**src/rtl/instr_fetch_decode.sv**
```systemverilog
// Front-end stage: holds the PC, fetches one instruction word at a time over
// a variable-latency read port, decodes it and hands it to execute over a
// valid/ready handshake. Accepts PC redirects and stops after EXIT.
//
// state | meaning
// FETCH | mem_req issued for pc this cycle
// WAIT  | request outstanding, waiting for mem_valid
// HOLD  | decoded instruction presented, waiting for dec_ready
// DRAIN | discarding the response to a request made stale by a redirect
// HALT  | EXIT consumed, fetch stopped until rst
module instr_fetch_decode #(
  parameter int                ADDR_W   = 32,
  parameter logic [ADDR_W-1:0] RESET_PC = '0
) (
  input  logic              clk,
  input  logic              rst,
  output logic              mem_req,
  output logic [ADDR_W-1:0] mem_addr,
  input  logic [31:0]       mem_rdata,
  input  logic              mem_valid,
  output logic              dec_valid,
  input  logic              dec_ready,
  output logic [5:0]        dec_opcode,
  output logic [4:0]        dec_rc,
  output logic [4:0]        dec_ra,
  output logic [4:0]        dec_rb,
  output logic [31:0]       dec_lit,
  output logic [1:0]        dec_datatype,
  output logic [20:0]       dec_chars,
  output logic [2:0]        dec_class,
  output logic [ADDR_W-1:0] dec_pc,
  output logic [ADDR_W-1:0] dec_pc_plus4,
  input  logic              redirect_valid,
  input  logic [ADDR_W-1:0] redirect_pc,
  output logic              halted
);

  typedef enum logic [2:0] {
    S_FETCH = 3'd0,
    S_WAIT  = 3'd1,
    S_HOLD  = 3'd2,
    S_DRAIN = 3'd3,
    S_HALT  = 3'd4
  } state_t;

  localparam logic [2:0] C_NOOP    = 3'd0;
  localparam logic [2:0] C_ALU_REG = 3'd1;
  localparam logic [2:0] C_ALU_LIT = 3'd2;
  localparam logic [2:0] C_MEM     = 3'd3;
  localparam logic [2:0] C_CTRL    = 3'd4;
  localparam logic [2:0] C_DISP    = 3'd5;
  localparam logic [2:0] C_EXIT    = 3'd6;
  localparam logic [2:0] C_ILLEGAL = 3'd7;

  state_t            state, state_nxt;
  logic [ADDR_W-1:0] pc, pc_nxt;
  logic [ADDR_W-1:0] addr_q;
  logic [31:0]       ir;
  logic              dec_valid_nxt;
  logic              capture;
  logic [ADDR_W-1:0] pc_inc;
  logic [ADDR_W-1:0] redirect_aligned;

  assign pc_inc           = pc + ADDR_W'(4);
  assign redirect_aligned = redirect_pc & ~ADDR_W'(3);

  // Request port: the address follows pc only while requesting, otherwise it
  // holds the last issued address. Requests are suppressed while rst is high.
  always_comb begin
    mem_req  = (state == S_FETCH) && !rst;
    mem_addr = (state == S_FETCH) ? pc : addr_q;
    halted   = (state == S_HALT);
  end

  // Field decode straight from the held instruction word (all zero after reset).
  always_comb begin
    dec_opcode   = ir[31:26];
    dec_rc       = ir[25:21];
    dec_ra       = ir[20:16];
    dec_rb       = ir[15:11];
    dec_lit      = {{16{ir[15]}}, ir[15:0]};
    dec_datatype = ir[25:24];
    dec_chars    = ir[23:3];
  end

  // Opcode class; the 0x27/0x2F/0x37/0x3F holes in the ALU ranges are illegal.
  always_comb begin
    dec_class = C_ILLEGAL;
    if (ir[31:26] == 6'h00)
      dec_class = C_NOOP;
    else if (ir[31:26] == 6'h01)
      dec_class = C_EXIT;
    else if (ir[31:30] == 2'b10 && ir[28:26] != 3'b111)
      dec_class = C_ALU_REG;
    else if (ir[31:30] == 2'b11 && ir[28:26] != 3'b111)
      dec_class = C_ALU_LIT;
    else begin
      case (ir[31:26])
        6'h18, 6'h19, 6'h1F: dec_class = C_MEM;
        6'h1B, 6'h1C, 6'h1D: dec_class = C_CTRL;
        6'h1A, 6'h1E:        dec_class = C_DISP;
        default:             dec_class = C_ILLEGAL;
      endcase
    end
  end

  // Next-state logic; redirect outranks both mem_valid and dec_ready.
  always_comb begin
    state_nxt     = state;
    pc_nxt        = pc;
    dec_valid_nxt = dec_valid;
    capture       = 1'b0;
    case (state)
      S_FETCH: begin
        if (redirect_valid) begin
          pc_nxt    = redirect_aligned;
          state_nxt = S_DRAIN;
        end else begin
          state_nxt = S_WAIT;
        end
      end
      S_WAIT: begin
        if (redirect_valid) begin
          pc_nxt        = redirect_aligned;
          dec_valid_nxt = 1'b0;
          state_nxt     = mem_valid ? S_FETCH : S_DRAIN;
        end else if (mem_valid) begin
          capture       = 1'b1;
          pc_nxt        = pc_inc;
          dec_valid_nxt = 1'b1;
          state_nxt     = S_HOLD;
        end
      end
      S_HOLD: begin
        if (redirect_valid) begin
          pc_nxt        = redirect_aligned;
          dec_valid_nxt = 1'b0;
          state_nxt     = S_FETCH;
        end else if (dec_ready) begin
          dec_valid_nxt = 1'b0;
          state_nxt     = (dec_class == C_EXIT) ? S_HALT : S_FETCH;
        end
      end
      S_DRAIN: begin
        // A redirect landing together with the stale response still retires
        // it, otherwise the stage would wait forever for a second response.
        if (redirect_valid)
          pc_nxt = redirect_aligned;
        if (mem_valid)
          state_nxt = S_FETCH;
      end
      S_HALT: begin
        dec_valid_nxt = 1'b0;
      end
      default: begin
        state_nxt     = S_FETCH;
        dec_valid_nxt = 1'b0;
      end
    endcase
  end

  // State, PC, last address and decoded-instruction registers.
  always_ff @(posedge clk) begin
    if (rst) begin
      state        <= S_FETCH;
      pc           <= RESET_PC;
      addr_q       <= RESET_PC;
      dec_valid    <= 1'b0;
      ir           <= '0;
      dec_pc       <= '0;
      dec_pc_plus4 <= '0;
    end else begin
      state     <= state_nxt;
      pc        <= pc_nxt;
      dec_valid <= dec_valid_nxt;
      if (state == S_FETCH)
        addr_q <= pc;
      if (capture) begin
        ir           <= mem_rdata;
        dec_pc       <= pc;
        dec_pc_plus4 <= pc_inc;
      end
    end
  end

endmodule

```
**config.mk**
```make
export PLATFORM = sky130hd
export DESIGN_NAME = instr_fetch_decode
export DESIGN_NICKNAME = d
export VERILOG_FILES = /design/src/rtl/instr_fetch_decode.sv
export SDC_FILE = /design/constraint.sdc
export NUM_CORES = 1
export LEC_CHECK = 0
export CAP_MARGIN = 20
export CORE_MARGIN = 1.5
export CORE_UTILIZATION = 35
export DETAILED_ROUTE_END_ITERATION = 10
export PLACE_DENSITY = 0.63
export SLEW_MARGIN = 20
export SYNTH_ARGS = -nofsm -noshare
export SYNTH_HDL_FRONTEND = slang
export SYNTH_SLANG_ARGS = --single-unit
```
**constraint.sdc**
```tcl
create_clock -name clk -period 2.9 [get_ports clk]
set_input_delay 0.725 -clock clk [delete_from_list [all_inputs] [get_ports clk]]
set_output_delay 0.725 -clock clk [all_outputs]
set_load 0.01 [all_outputs]
```
# Word level (Yosys, flattened, before mapping)

Memory sizes are Yosys's and may differ from the RTL's. A register that Yosys moved wholly into a read port is not among the register bits.
Cells that the tools add are included.

Add/subtract/negate cells: 1
Equality and inequality tests: 13
Muxes and demuxes: 29
Bitwise gates (word level): 2
Reductions and logical operators: 12

Operators by type and width:

| kind                                                   | count |
|---|---|
| two-way mux 32 bit                                     | 4 |
| one-hot mux 32 bit (2 select lines)                    | 1 |
| two-way mux 3 bit                                      | 11 |
| adder 32 x 3 -> 32 bit (second input constant)         | 1 |
| one-hot mux 3 bit (5 select lines)                     | 1 |
| two-way mux 5 bit                                      | 2 |
| inequality test 3 bit (second input constant)          | 3 |
| two-way mux 1 bit                                      | 7 |
| equality test 3 x 2 -> 1 bit (second input constant)   | 2 |
| equality test 3 bit (second input constant)            | 2 |
| equality test 6 x 1 -> 1 bit (second input constant)   | 1 |
| logical NOT 6 bit                                      | 1 |
| AND reduction 3 bit                                    | 2 |
| equality test 2 bit (second input constant)            | 2 |
| two-way mux 2 bit                                      | 2 |
| AND reduction 4 bit                                    | 1 |
| equality test 3 x 1 -> 1 bit (second input constant)   | 1 |
| logical AND 1 bit                                      | 3 |
| logical NOT 3 bit                                      | 1 |
| one-hot mux 1 bit (3 select lines)                     | 1 |
| OR reduction 3 bit                                     | 1 |
| inequality test 2 x 1 -> 1 bit (second input constant) | 1 |
| inequality test 2 bit (second input constant)          | 1 |
| inverter 1 bit                                         | 2 |
| other kinds (3)                                        | 3 |

Register bits: 164
Bits in read-only memories: 96
Output and inout bits: 178
Memories: 1

Memories:

| memory          | depth | width | read ports | clocked after Yosys merged registers in | wr ports | RTL line | source |
|---|---|---|---|---|---|---|---|
| (no name shown) | 32    | 3     | 1          | 1                                       | 0        | 98       | `case (ir[31:26])` |

# Logic depth before layout (Yosys ltp)

Word-level depth: 11
Mapped depth: 8
Mapped depth without buffers: 6

# Worst setup path after synthesis

No wires, ideal clock.

Kind: reg-to-output
Start point: reg state[0]
End point: out mem_addr[10]
Data arrival time: 1,655 ps
Slack: 520 ps
Cell stages (with the launch flop): 5
Path buffers: 2
Path through: dfxtp_1 clkbuf_1 nor3_1 clkbuf_1 mux2_2

Cells in the longest elaborated chain, start to end: 2

RTL lines:

| element                  | RTL line | source |
|---|---|---|
| start: declaration       | 55       | `state_t state, state_nxt;` |
| start signal: assignment | 173      | `state <= state_nxt;` |
| logical NOT 3 bit        | 71       | `mem_addr = (state == S_FETCH) ? pc : addr_q;` |
| two-way mux 32 bit       | n/a      |  |
| end: declaration         | 18       | `output logic [ADDR_W-1:0] mem_addr,` |

No other way between the ends.

# Final worst setup path

Start point: reg state[2]
End point: out mem_addr[9]

Same word-level chain as after synthesis.

==> results.md <==
* Final Critical Period at 2.872 ns
* EDFF count, synth at 0
* Antenna-violating nets left at 0
* # IOs at 247
* Slew @ Worst Pin at 0.6355 ns
* Top cells by area, synth: dfxtp_1, nand2_1, a21oi_1, mux2_2, buf_4
* Gr usage total at 0.2035
* Routability cong. at 0.8352
* Synth warnings at 0
* Die ar. at 22,190 um^2
* Wirelength, routed at 22.78 mm
* Routed vias at 6,974
* Dpl hpwl at 15.55 mm
* Max Clk Rate at 348.1 MHz
* Clock Path Buffers at 2
* Maxcap violations at 0
* Worst hold slack at 0.4536 ns
* Critical path class: register to primary output
* DP Area at 9973 um^2
* Crit path cell chain: nor3_4 -> buf_12 -> buf_12 -> mux2_2 -> clkdlybuf4s50_1
* Largest net degree at the start of global routing at 128
* Power Dens Cells at 514.3 nW/um^2
* Share of layout cells above drive strength 1 at 0.1071
* Final worst slack at 0.02760 ns
* Worst path required time at 2.17 ns
* Hold Crit Class: register to register
* Status: finished clean
* CP most frequent cell: buf_12
* Setup TNS at 0 ns
* DR DRC count at 0
* Avg Cell Area, Syn at 8.220 um^2
* Sequential area share after synthesis at 0.4323
* Drt pass-1 iters at 5
* Antenna violations before repair at 1
* Mapped cell area at 7456 um^2
* Crit share post-route at 0.9905
* Core area at 20,960 um^2
* Vias in the first global route at 6,353
* Setup Skew at 0.006771 ns
* Initial DRC count at 332
* Reg clk slew, reported paths at 0.06 ns
* Setup WS pre-CTS at 0.1110 ns
* Worst rel slew slack at 0.5764
* I/O Buffers at 240
* P_leak at 4.089 nW
* Avg WL per Cell at 16.53 um
* CTS tree: built
* Count of cell types in the netlist at 62
* Top cell type's share of synthesized area at 0.4323
* Worst IR Drop VDD at 0.3998 mV
* Via density at 5.061
* Root Driver: clkbuf_16
* Setup crit start kind: register
* Setup Viol. Count Final at 0
* Leading register cell type out of synthesis: dfxtp_1
* Maximum fanout along the worst path at 16
* CTS buffer count at 17
* Synth Register Bits at 161
* Pins Over Slew Limit at 0
* Area leader, netlist: dfxtp_1
* Area Growth Syn to Fin at 42.94%
* CP arrival at 2.15 ns
* Max stage delay on crit path at 0.48 ns
* Post-Synthesis Cells at 907
* Tot Pwr at 0.005481 W
* CTS sink cnt at 161
* H-tree Lvls at 4
* First-pass GRT wire length at 35.27 mm
* FFs w/ async S/R, synth at 0
* RSZ-0062 raised after global routing: true
* Die Height at 149.0 um
* CP Capture Type: primary output
* Starting density of the core at 0.3558
* Gr ovfl total at 0
* Final instance area at 10,660 um^2
* Row count at 53
* Fin nets at 1,159
* Crit path max-delay cell type: clkdlybuf4s50_1
* Final Hold Viols at 0
* Latest clock arrival within the worst-skew pair at 0.42 ns
* Die width at 149.0 um
## logic make-up after synthesis
| group | Yosys count | share of synthesized area |
|---|---|---|
| xor gates and xnor gates | 26 | 0.03054 |
| and+or+nand+nor | 346 | 0.2215 |
| muxes | 36 | 0.05387 |
| adders and majority gates | 1 | 0.001678 |
| DFF | 161 | 0.4323 |
| buffers and inverters | 136 | 0.09347 |
| other | 1 | 0.0005030 |
| AOI/OAI and AO/OA | 200 | 0.1661 |
## synth_stat cells (all sizes together), types with 22 or more instances
cell / n
xnor2: 22
dfxtp: 161
nor2: 50
o21ai: 30
nand2: 168
buf: 56
clkbuf: 65
mux2: 33
a21oi: 94
a211oi: 24
and2: 38
## per-layer routing
layer	global-route usage	part of all wire
met3	0.05535	0.075
met1	0.2565	0.44
met2	0.3421	0.47
met5	0	0
met4	0.05347	0.012
## timing repair
action                     CTS  global route
gates cloned                 1             0
hold buffers                 0             0
setup buffers                1             0
pin swaps                    1             0
resized for setup            5            28
setup endpoints to repair   26            29
## layout by cell type (no fill, tap or decap), types with 7 or more instances in the layout
master / netlist / final
clkdlybuf4s50_1: 0 / 210
dlymetal6s2s_1: 0 / 26
and2_1: 33 / 33
buf_12: 0 / 8
clkbuf_16: 0 / 17
nor3_1: 15 / 14
xnor2_1: 22 / 22
buf_4: 48 / 33
dfxtp_1: 161 / 161
nand4_1: 9 / 9
a22oi_1: 8 / 8
nor2_1: 50 / 49
mux2_2: 33 / 33
a211oi_1: 23 / 23
nand2_1: 168 / 167
a31oi_1: 9 / 9
or4_1: 8 / 7
inv_1: 15 / 15
a21oi_1: 94 / 93
nand3_1: 15 / 15
nor4_1: 14 / 13
o21ai_0: 29 / 29
## sequential cells by signal, summed over array words and instances, names as in the netlist, named ones only
register and flops:
state 3, dec_valid 1, dec_pc_plus4 30, ir 32, addr_q 32, pc 30, dec_pc 30
## critical path: cells and delay by family, from the launching register on
family,cells,cell delay [ns]
buffers and inverters,3,0.80
multiplexers,1,0.36
AND/OR/NAND/NOR,1,0.22
flip-flops,1,0.34
## final cells by class
type | count | area [um^2]
Inverter | 15 | 56.30
Multi-Input combinational cell | 613 | 3586
Antenna cell | 1 | 2.502
Clock inverter | 10 | 112.6
Sequential cell | 161 | 3223
Fill cell | 2032 | 10300
Timing Repair Buffer | 281 | 2889
Clock buffer | 22 | 444.2
Tap cell | 275 | 344.1
## metrics by stage
step	std cells	util
3_5_place_dp	1343	0.4759
6_report	1378	0.5086
5_1_grt	1377	0.5085
4_1_cts	1377	0.5049
3_3_place_gp	1343	0.4759
2_1_floorplan	910	-
## final timing paths
path	start	end	slack, ns	cells after the start
worst max register to register	pc[17]	pc[29]	0.50	5
worst min-delay path	ir[0]	ir[0]	0.45	2
worst min register to register	ir[0]	ir[0]	0.45	2
worst max-delay path	state[2]	mem_addr[9]	0.03	5
## power by group
part,switching (W),total [W],internal (W)
clock,0.000896,0.00216,0.00126
combinational,0.000437,0.000921,0.000484
sequential,0.0000904,0.00240,0.00231
total,0.00142,0.00548,0.00406
No activity file was read; power rests on OpenSTA's default activity.
